===== config.mk =====
export PLATFORM = sky130hd
export DESIGN_NAME = multiplier_2x2
export DESIGN_NICKNAME = d
export VERILOG_FILES = /design/src/rtl/multiplier_2x2.sv
export SDC_FILE = /design/constraint.sdc
export NUM_CORES = 1
export LEC_CHECK = 0
export CORE_AREA = 2 2 39 41
export DETAILED_ROUTE_END_ITERATION = 10
export DIE_AREA = 0 0 41 43
export PLACE_DENSITY = 0.48
export RECOVER_POWER = 50
export SLEW_MARGIN = 5
export SYNTH_ARGS = -nofsm -noshare
export SYNTH_HDL_FRONTEND = slang
export SYNTH_HIERARCHICAL = 1
export SYNTH_SLANG_ARGS = --single-unit

===== constraint.sdc =====
create_clock -name clk -period 1.9 [get_ports clk]
set_input_delay 0.19 -clock clk [delete_from_list [all_inputs] [get_ports clk]]
set_output_delay 0.19 -clock clk [all_outputs]
set_load 0.02 [all_outputs]

===== src/rtl/multiplier_2x2.sv =====
// Unsigned WIDTH x WIDTH array multiplier (AND partial products + ripple-carry rows)
// with registered product and valid flag. Define MULTIPLIER_PIPE_EN to add an operand register stage.

module mul_ha (
  input  logic a,
  input  logic b,
  output logic s,
  output logic c
);
  assign s = a ^ b;
  assign c = a & b;
endmodule

module mul_fa (
  input  logic a,
  input  logic b,
  input  logic ci,
  output logic s,
  output logic co
);
  assign s  = a ^ b ^ ci;
  assign co = (a & b) | (ci & (a ^ b));
endmodule

module multiplier_2x2 #(
  parameter int WIDTH = 2
) (
  input  logic               clk,
  input  logic               rst_n,
  input  logic               in_valid,
  input  logic [WIDTH-1:0]   A,
  input  logic [WIDTH-1:0]   B,
  output logic               out_valid,
  output logic [2*WIDTH-1:0] P
);

  logic [WIDTH-1:0]   op_a;
  logic [WIDTH-1:0]   op_b;
  logic               op_valid;
  logic [2*WIDTH-1:0] prod;

`ifdef MULTIPLIER_PIPE_EN
  logic [WIDTH-1:0] a_q, a_d;
  logic [WIDTH-1:0] b_q, b_d;
  logic             vin_q, vin_d;

  always_comb begin
    a_d   = a_q;
    b_d   = b_q;
    vin_d = in_valid;
    if (in_valid) begin
      a_d = A;
      b_d = B;
    end
  end

  always_ff @(posedge clk or negedge rst_n) begin
    if (!rst_n) begin
      a_q   <= '0;
      b_q   <= '0;
      vin_q <= 1'b0;
    end else begin
      a_q   <= a_d;
      b_q   <= b_d;
      vin_q <= vin_d;
    end
  end

  assign op_a     = a_q;
  assign op_b     = b_q;
  assign op_valid = vin_q;
`else
  assign op_a     = A;
  assign op_b     = B;
  assign op_valid = in_valid;
`endif

  logic [WIDTH-1:0] pp    [WIDTH];
  // acc[r] is the shifted running sum entering adder row r+1
  logic [WIDTH-1:0] acc   [WIDTH-1];
  logic [WIDTH-1:0] row_s [WIDTH-1];
  logic [WIDTH-1:0] row_c [WIDTH-1];

  for (genvar gi = 0; gi < WIDTH; gi++) begin : g_pp
    assign pp[gi] = op_a & {WIDTH{op_b[gi]}};
  end

  assign acc[0]  = {1'b0, pp[0][WIDTH-1:1]};
  assign prod[0] = pp[0][0];

  for (genvar r = 0; r < WIDTH - 1; r++) begin : g_row
    for (genvar j = 0; j < WIDTH; j++) begin : g_cell
      if (j == 0) begin : g_ha
        mul_ha u_ha (
          .a (acc[r][0]),
          .b (pp[r+1][0]),
          .s (row_s[r][0]),
          .c (row_c[r][0])
        );
      end else begin : g_fa
        mul_fa u_fa (
          .a  (acc[r][j]),
          .b  (pp[r+1][j]),
          .ci (row_c[r][j-1]),
          .s  (row_s[r][j]),
          .co (row_c[r][j])
        );
      end
    end
    assign prod[r+1] = row_s[r][0];
    if (r < WIDTH - 2) begin : g_next
      assign acc[r+1] = {row_c[r][WIDTH-1], row_s[r][WIDTH-1:1]};
    end
  end

  assign prod[2*WIDTH-2:WIDTH] = row_s[WIDTH-2][WIDTH-1:1];
  assign prod[2*WIDTH-1]       = row_c[WIDTH-2][WIDTH-1];

  logic [2*WIDTH-1:0] p_q, p_d;
  logic               out_valid_q, out_valid_d;

  always_comb begin
    p_d         = p_q;
    out_valid_d = op_valid;
    if (op_valid) p_d = prod;
  end

  always_ff @(posedge clk or negedge rst_n) begin
    if (!rst_n) begin
      p_q         <= '0;
      out_valid_q <= 1'b0;
    end else begin
      p_q         <= p_d;
      out_valid_q <= out_valid_d;
    end
  end

  assign P         = p_q;
  assign out_valid = out_valid_q;

endmodule


---- Word-level counts from Yosys, hierarchy flattened ----
Index checks and enable logic that the tools add are counted.
operators by class
  bitwise gates (word level) .............. 6
operators with widths
  kind         number
  $and 2x2->2  2
  $and 1x1->1  2
  $xor 1x1->1  2
word-level totals
  flip-flop bits (word level) ............. 5

---- Depth between registers and ports, before layout ----
Gate-level depths: netlist of the first run.
  word-level depth ........................ 3
  mapped depth ............................ 4

---- Modules after synthesis ----
Netlist of the first run, hierarchy kept.
by module, submodules not included
  module          area each (sq um)  times used  cells each
  multiplier_2x2  195.2              1           15
  mul_fa          20.0               1           1
  mul_ha          12.5               1           1

---- Worst setup path before layout of the first run ----
No wires, ideal clock.
  path kind ............................... input -> register
  from .................................... input port B[0]
  to ...................................... register p_q[2] (netlist: P[2])
  setup time .............................. 0.125 ns
  slack ................................... 0.586 ns
  buffers on the path ..................... 0
  data required time ...................... 1.775 ns
  stages .................................. 4
  arrival ................................. 1.189 ns
  cell sequence ........................... and2_1 ha_1 fa_1 mux2_2
RTL lines
  item                  RTL line  RTL
  from (decl)           32        input logic [WIDTH-1:0] B,
  to (signal assigned)  133       p_q <= p_d;
  to (decl)             119       logic [2*WIDTH-1:0] p_q, p_d;

==> key figures, run 1 <==
Logic synthesis
  – Mux share of post-synthesis cell area: 0.1484
  – Synth Area in Adders: 0.1429
  – Count leader, synth: dfrtp_1
  – Post-synth top cells: dfrtp_1 (5), and2_1 (3), mux2_2 (3)
  – Fraction of registers with async set/reset: 1.000
  – Synth area leaders: dfrtp_1 (55%), mux2_2 (15%), fa_1 (8.8%), and2_1 (8.2%), ha_1 (5.5%)
  – Sequential share of the synthesized area: 0.5495
  – Yosys top cell area share: 0.5495
  – Mapped Cells: 17
  – Synthesized area: 227.7 sq um
  – Post-Synth XOR/XNOR Area: 0
  – Syn. warnings: 6
  – Prevailing post-synth register cell: dfrtp_1
  – Number of distinct library cells after synthesis: 9
  – Area leader, netlist: dfrtp_1
  – Compound-Gate Fraction of Synth Area: 0.02198
  – Combinational family with the most area after synthesis: multiplexers
  – EDFF count, synth: 0
  – Avg Inst Size Synth: 13.40 sq um
  – Simple-Gate Fraction of Synth Area: 0.1044
  – Syn nets: 26
  – Synth Register Bits: 5

STA
  – TNS Setup: 0 ps
  – Hold Vio Cnt, Final: 0
  – Setup-failing EPs final: 0
  – Crit share post-route: 0.8125
  – Skew final: 0 ps
  – Unrepaired setup endpoints after global routing: no
  – Post-layout min period: 1544 ps
  – Peak Freq: 647.7 MHz
  – Slew Viols, Final: 0

Detailed routing
  – DRT iter0 DRCs: 1
  – Wire per inst: 10.13 microns
  – Via count: 178
  – Detailed Route WL: 486 microns
  – Vias per cell: 3.708
  – Drt pass-1 iters: 2
  – Residual DRC count: 0
  – Post-route ant nets: 0

Global routing
  – Largest net degree at the start of global routing: 7
  – GR Util All Layers: 0.07887
  – Initial antenna violation count: 0
  – Total gr overflow: 0
  – First-pass GRT wire length: 821 microns
  – Vias in the first global route: 201

Worst setup path
  – Buf/Inv on CP: 1
  – Worst-path maximum fanout: 2
  – Critical path's top delay family: adder cells
  – Crit path kind: in -> reg
  – WP data arrival: 1660 ps
  – Worst-path cell chain: clkdlybuf4s50_1, and2_1, ha_1, fa_1, mux2_2
  – CP endpoint kind: register
  – Slowest-stage cell, CP: clkdlybuf4s50_1
  – CP peak stage delay: 420 ps
  – Crit path required time: 2020 ps
  – Crit path launch type: input pin

Place
  – HPWL after DPL: 370.8 microns
  – I/O Buffers: 11
  – GP Congestion: 0.5710
  – DP Area: 357.8 sq um

Floorplanning
  – FP Rows: 14
  – Die Area: 1763 sq um
  – Die width: 41 microns
  – I/O pin cnt: 12
  – Total core area: 1384 sq um
  – Starting Density: 0.1646
  – Die height: 43 microns

Worst hold path
  – Worst hold path class: in -> async

CTS
  – Clock-pin transition on the worst setup and hold timing paths: 40 ps
  – Post-CTS Resized: 0
  – Clk_lat worst skew: 230 ps
  – CTS max path bufs: 2
  – Clk Tree Root Cell: clkbuf_4
  – CTS tree: done
  – H-tree Lvls: 1
  – Clock sink count: 5
  – Post-CTS setup buffers: 0
  – Num CTS Buffers: 3
  – # hold bufs at CTS: 0

Layout
  – Ant. Diodes: 0
  – Fin util: 0.2776
  – Layout cells sized above 1: 0.1875
  – Area Overhead vs Synth: 68.68%
  – Post-route design area: 384.1 sq um
  – Fillers: 155
  – Nets: 42

Power
  – P_leak: 0.1682 nW
  – Pwr dens: 820.2 nW/um^2
  – Switching power total: 0.07753 mW
  – Clk pwr share: 0.381
  – Sequential share of power: 0.393
  – Internal power: 0.2375 mW
  – VDD IR max: 0.3332 mV
  – Logic pwr share: 0.227
  – Sw Ratio: 0.2461

Job
  – Max-cap violations: 0

Run status
  – Status: complete, no violations
[routing by layer]
| metal | GRT usage | routed length [microns] | vias up |
|---|---|---|---|
| met1 | 0.09211 | 221 | 80 |
| met5 | 0 | 0 | - |
| li1 | - | - | 86 |
| met4 | 0.08000 | 0 | 0 |
| met2 | 0.08125 | 191 | 12 |
| met3 | 0.06283 | 73 | 0 |
[path summary, 6_finish.rpt]
| check | to | slack (ps) | cells after the start | start |
|---|---|---|---|---|
| min in group clk | P[3] | 510 | 1 | P[3] |
| setup / recovery | P[2] | 360 | 5 | B[0] |
| hold reg to reg | P[3] | 510 | 1 | P[3] |
| setup reg to reg | P[2] | 1150 | 1 | P[2] |
| max in group asynchronous | P[2] | 1460 | 1 | rst_n |
| hold / removal | P[3] | 240 | 1 | rst_n |
[sequential cells by signal, summed over array words and instances, names as in the netlist]
signal     count
out_valid      1
P              4
[kinds of logic (layout without fill, tap and decap cells)]
group | count (synthesis) | count (layout)
buffers and inverters | 1 | 16
AND/OR/NAND/NOR | 4 | 4
flip-flops | 5 | 5
other | 1 | 1
AO/OA/AOI/OAI | 1 | 1
multiplexers | 3 | 3
adder cells (fa/ha/maj) | 2 | 2
[cells in the final DEF (no fill, tap or decap), types with 2 or more instances in the layout]
cell             count
dfrtp_1              5
dlygate4sd3_1        2
mux2_2               3
and2_1               3
clkdlybuf4s50_1      9
clkbuf_4             3
[area by class of cell]
class	instances	area, sq um	share of cell area
inverters	1	3.754	0.009772
clock buffers	4	26.28	0.06840
well taps	16	20.02	0.05212
flip-flops and latches	5	125.1	0.3257
repair buffers	11	110.1	0.2866
multi-input cells	11	98.84	0.2573
[metrics by stage]
| step | cells | power, mW | hold WS (ps) | setup WS, ps |
|---|---|---|---|---|
| finish | 48 | 0.3150 | 244.9 | 356.2 |
| global route | 48 | 0.3408 | 250.3 | 322.5 |
| CTS | 48 | 0.3267 | 175.9 | 354.5 |
| detailed placement | 44 | 0.1979 | 437.9 | 111.3 |
| global placement | 44 | 0.1965 | 426.9 | 124.7 |
| floorplan | 17 | 0.1547 | -105.6 | 585.9 |
[power groups by stage]
stage / combinational, mW / sequential, mW / clock [mW]
global placement: 0.0721 / 0.124 / 0
floorplan: 0.0155 / 0.139 / 0
CTS: 0.0738 / 0.124 / 0.129
detailed placement: 0.0729 / 0.125 / 0
finish: 0.0714 / 0.124 / 0.120
global route: 0.0780 / 0.125 / 0.138
No activity file was read; power rests on OpenSTA's default activity.
==> run 2, diff against run 1 <==
--- a/config.mk
+++ b/config.mk
@@ -8,7 +8,7 @@
 export CORE_AREA = 2 2 39 41
 export DETAILED_ROUTE_END_ITERATION = 10
 export DIE_AREA = 0 0 41 43
-export PLACE_DENSITY = 0.48
+export PLACE_DENSITY = 0.5
 export RECOVER_POWER = 50
 export SLEW_MARGIN = 5
 export SYNTH_ARGS = -nofsm -noshare
==> constraint.sdc (replaced) <==
create_clock -name clk -period 1.3 [get_ports clk]
set_input_delay 0.13 -clock clk [delete_from_list [all_inputs] [get_ports clk]]
set_output_delay 0.13 -clock clk [all_outputs]
set_load 0.02 [all_outputs]
==> key figures, run 2 (same netlist as run 1, synthesis figures left out) <==
STA
  – Hold Vio Cnt, Final: 0 (unchanged)
  – Skew final: 0 ps (unchanged)
  – Peak Freq: 792.8 MHz
  – Post-layout min period: 1261 ps
  – Slew Viols, Final: 0 (unchanged)
  – Setup-failing EPs final: 0 (unchanged)
  – Worst hold margin: 183.1 ps (was 244.9 ps)
  – Crit share post-route: 0.9702
  – Unrepaired setup endpoints after global routing: no (unchanged)

Worst setup path
  – Worst-path cell chain: dlygate4sd2_1, and2_1, ha_2, fa_1, mux2_4 (was clkdlybuf4s50_1, and2_1, ha_1, fa_1, mux2_2)
  – Crit path launch type: input pin (unchanged)
  – Crit path kind: in -> reg (unchanged)
  – Crit path required time: 1420 ps (was 2020 ps)
  – Critical path's top delay family: adder cells (unchanged)
  – Reg2reg start: P[2] (unchanged)
  – WP data arrival: 1380 ps (was 1660 ps)
  – Flop-to-flop setup slack: 540 ps (was 1150 ps)
  – Buf/Inv on CP: 1 (unchanged)
  – Worst-path maximum fanout: 2 (unchanged)
  – R2R cell count: 1 (unchanged)
  – Worst r2r dst: P[2] (unchanged)
  – CP endpoint kind: register (unchanged)
  – Slowest-stage cell, CP: fa_1 (was clkdlybuf4s50_1)
  – CP peak stage delay: 430 ps (was 420 ps)

Detailed routing
  – Post-route ant nets: 0 (unchanged)
  – Detailed Route WL: 483 microns (was 486 microns)
  – Vias per cell: 3.813 (was 3.708)
  – Via count: 183 (was 178)
  – Wire per inst: 10.06 microns (was 10.13 microns)
  – Residual DRC count: 0 (unchanged)
  – DRT iter0 DRCs: 0 (was 1)
  – Drt pass-1 iters: 1 (was 2)

Layout
  – Ant. Diodes: 0 (unchanged)
  – Nets: 42 (unchanged)
  – Post-route design area: 385.4 sq um (was 384.1 sq um)
  – Area Overhead vs Synth: 69.23% (was 68.68%)
  – Post-Layout Cell Count: 48 (unchanged)
  – Layout cells sized above 1: 0.2188 (was 0.1875)
  – Fillers: 143 (was 155)
  – Max reg flops: 4 (unchanged)
  – Fin util: 0.2785 (was 0.2776)
  – Commonest non-fill, non-tap cell in the layout: dlygate4sd2_1 (was clkdlybuf4s50_1)
  – Most frequent cells in the layout: dlygate4sd2_1 (6), dfrtp_1 (5), and2_1 (3), clkbuf_4 (3) (was clkdlybuf4s50_1 (9), dfrtp_1 (5), and2_1 (3), mux2_2 (3), clkbuf_4 (3))

CTS
  – CTS max path bufs: 2 (unchanged)
  – Clk Tree Root Cell: clkbuf_4 (unchanged)
  – CTS tree: done (unchanged)
  – H-tree Lvls: 1 (unchanged)
  – Num CTS Buffers: 3 (unchanged)
  – Clock-pin transition on the worst setup and hold timing paths: 40 ps (about the same)
  – Clk_lat worst skew: 240 ps (was 230 ps)
  – # hold bufs at CTS: 0 (unchanged)
  – Post-CTS setup buffers: 0 (unchanged)
  – Clock sink count: 5 (unchanged)

Floorplanning
  – Die Area: 1763 sq um (unchanged)
  – Die width: 41 microns (unchanged)
  – FP Rows: 14 (unchanged)
  – Total core area: 1384 sq um (unchanged)
  – I/O pin cnt: 12 (unchanged)
  – Starting Density: 0.1646 (unchanged)
  – Die height: 43 microns (unchanged)

Global routing
  – GR Util All Layers: 0.07302 (was 0.07887)
  – First-pass GRT wire length: 786 microns (was 821 microns)
  – Total gr overflow: 0 (unchanged)
  – Vias in the first global route: 188 (was 201)
  – Largest net degree at the start of global routing: 7 (unchanged)
  – Initial antenna violation count: 0 (unchanged)

Power
  – VDD IR max: 0.4065 mV (was 0.3332 mV)
  – Pwr dens: 1169 nW/um^2 (was 820.2 nW/um^2)
  – Total chip power: 0.4504 mW (was 0.3150 mW)
  – P_leak: 0.1940 nW (was 0.1682 nW)

Worst hold path
  – Worst hold path class: in -> async (unchanged)

Place
  – I/O Buffers: 11 (unchanged)
  – GP Congestion: 0.6213 (was 0.5710)
  – DP Area: 357.8 sq um (unchanged)
  – # placed instances: 44 (unchanged)

Job
  – Max-cap violations: 0 (unchanged)

Run status
  – Status: complete, no violations (unchanged)
## run 2: cell count changes in the layout (fill, tap and decap cells not counted)
cell	change
ha_1	-1
dlymetal6s2s_1	+1
mux2_4	+1
dlygate4sd2_1	+6
mux2_2	-1
ha_2	+1
clkdlybuf4s15_1	+2
clkdlybuf4s50_1	-9
## run 2: area by class of cell
type / count / area [sq um] / area share
Sequential cell: 5 / 125.1 / 0.3247
Multi-Input combinational cell: 11 / 105.1 / 0.2727
Timing Repair Buffer: 11 / 105.1 / 0.2727
Clock buffer: 4 / 26.28 / 0.06818
Tap cell: 16 / 20.02 / 0.05195
Inverter: 1 / 3.754 / 0.009740
## run 2: layer usage
layer  share of wire  GRT usage
met1            0.50    0.09967
met2            0.35    0.07500
met3            0.14    0.04712
met4               0    0.06000
met5               0          0
## run 2: worst max-delay path by stage
stage | start | to | depth (start not counted)
finish | B[0] | P[2] | 5
global placement | B[0] | P[2] | 5
floorplan | B[0] | P[2] | 4
CTS | out_valid | out_valid | 1
global route | B[0] | P[2] | 5
detailed placement | B[0] | P[2] | 5
## run 2: per-stage QoR
step	TNS, ps	setup WS (ps)
2_1_floorplan	0	45.92
3_3_place_gp	-851.6	-411.5
3_5_place_dp	-937.9	-445.6
4_1_cts	0	1.027
5_1_grt	0	21.98
6_report	0	38.69
## run 2: timing repair
| action | 4_1_cts | 5_1_grt |
|---|---|---|
| cloned | 0 | 0 |
| endpoints found under the hold margin | 0 | 0 |
| resized for setup | 12 | 1 |
| setup endpoints to repair | 6 | 2 |
| pin swaps | 4 | 1 |
## run 2: where the power goes
part | switching (mW) | total, mW | internal (mW)
combinational | 0.0466 | 0.0944 | 0.0478
clock | 0.0597 | 0.175 | 0.116
sequential | 0.00778 | 0.181 | 0.173
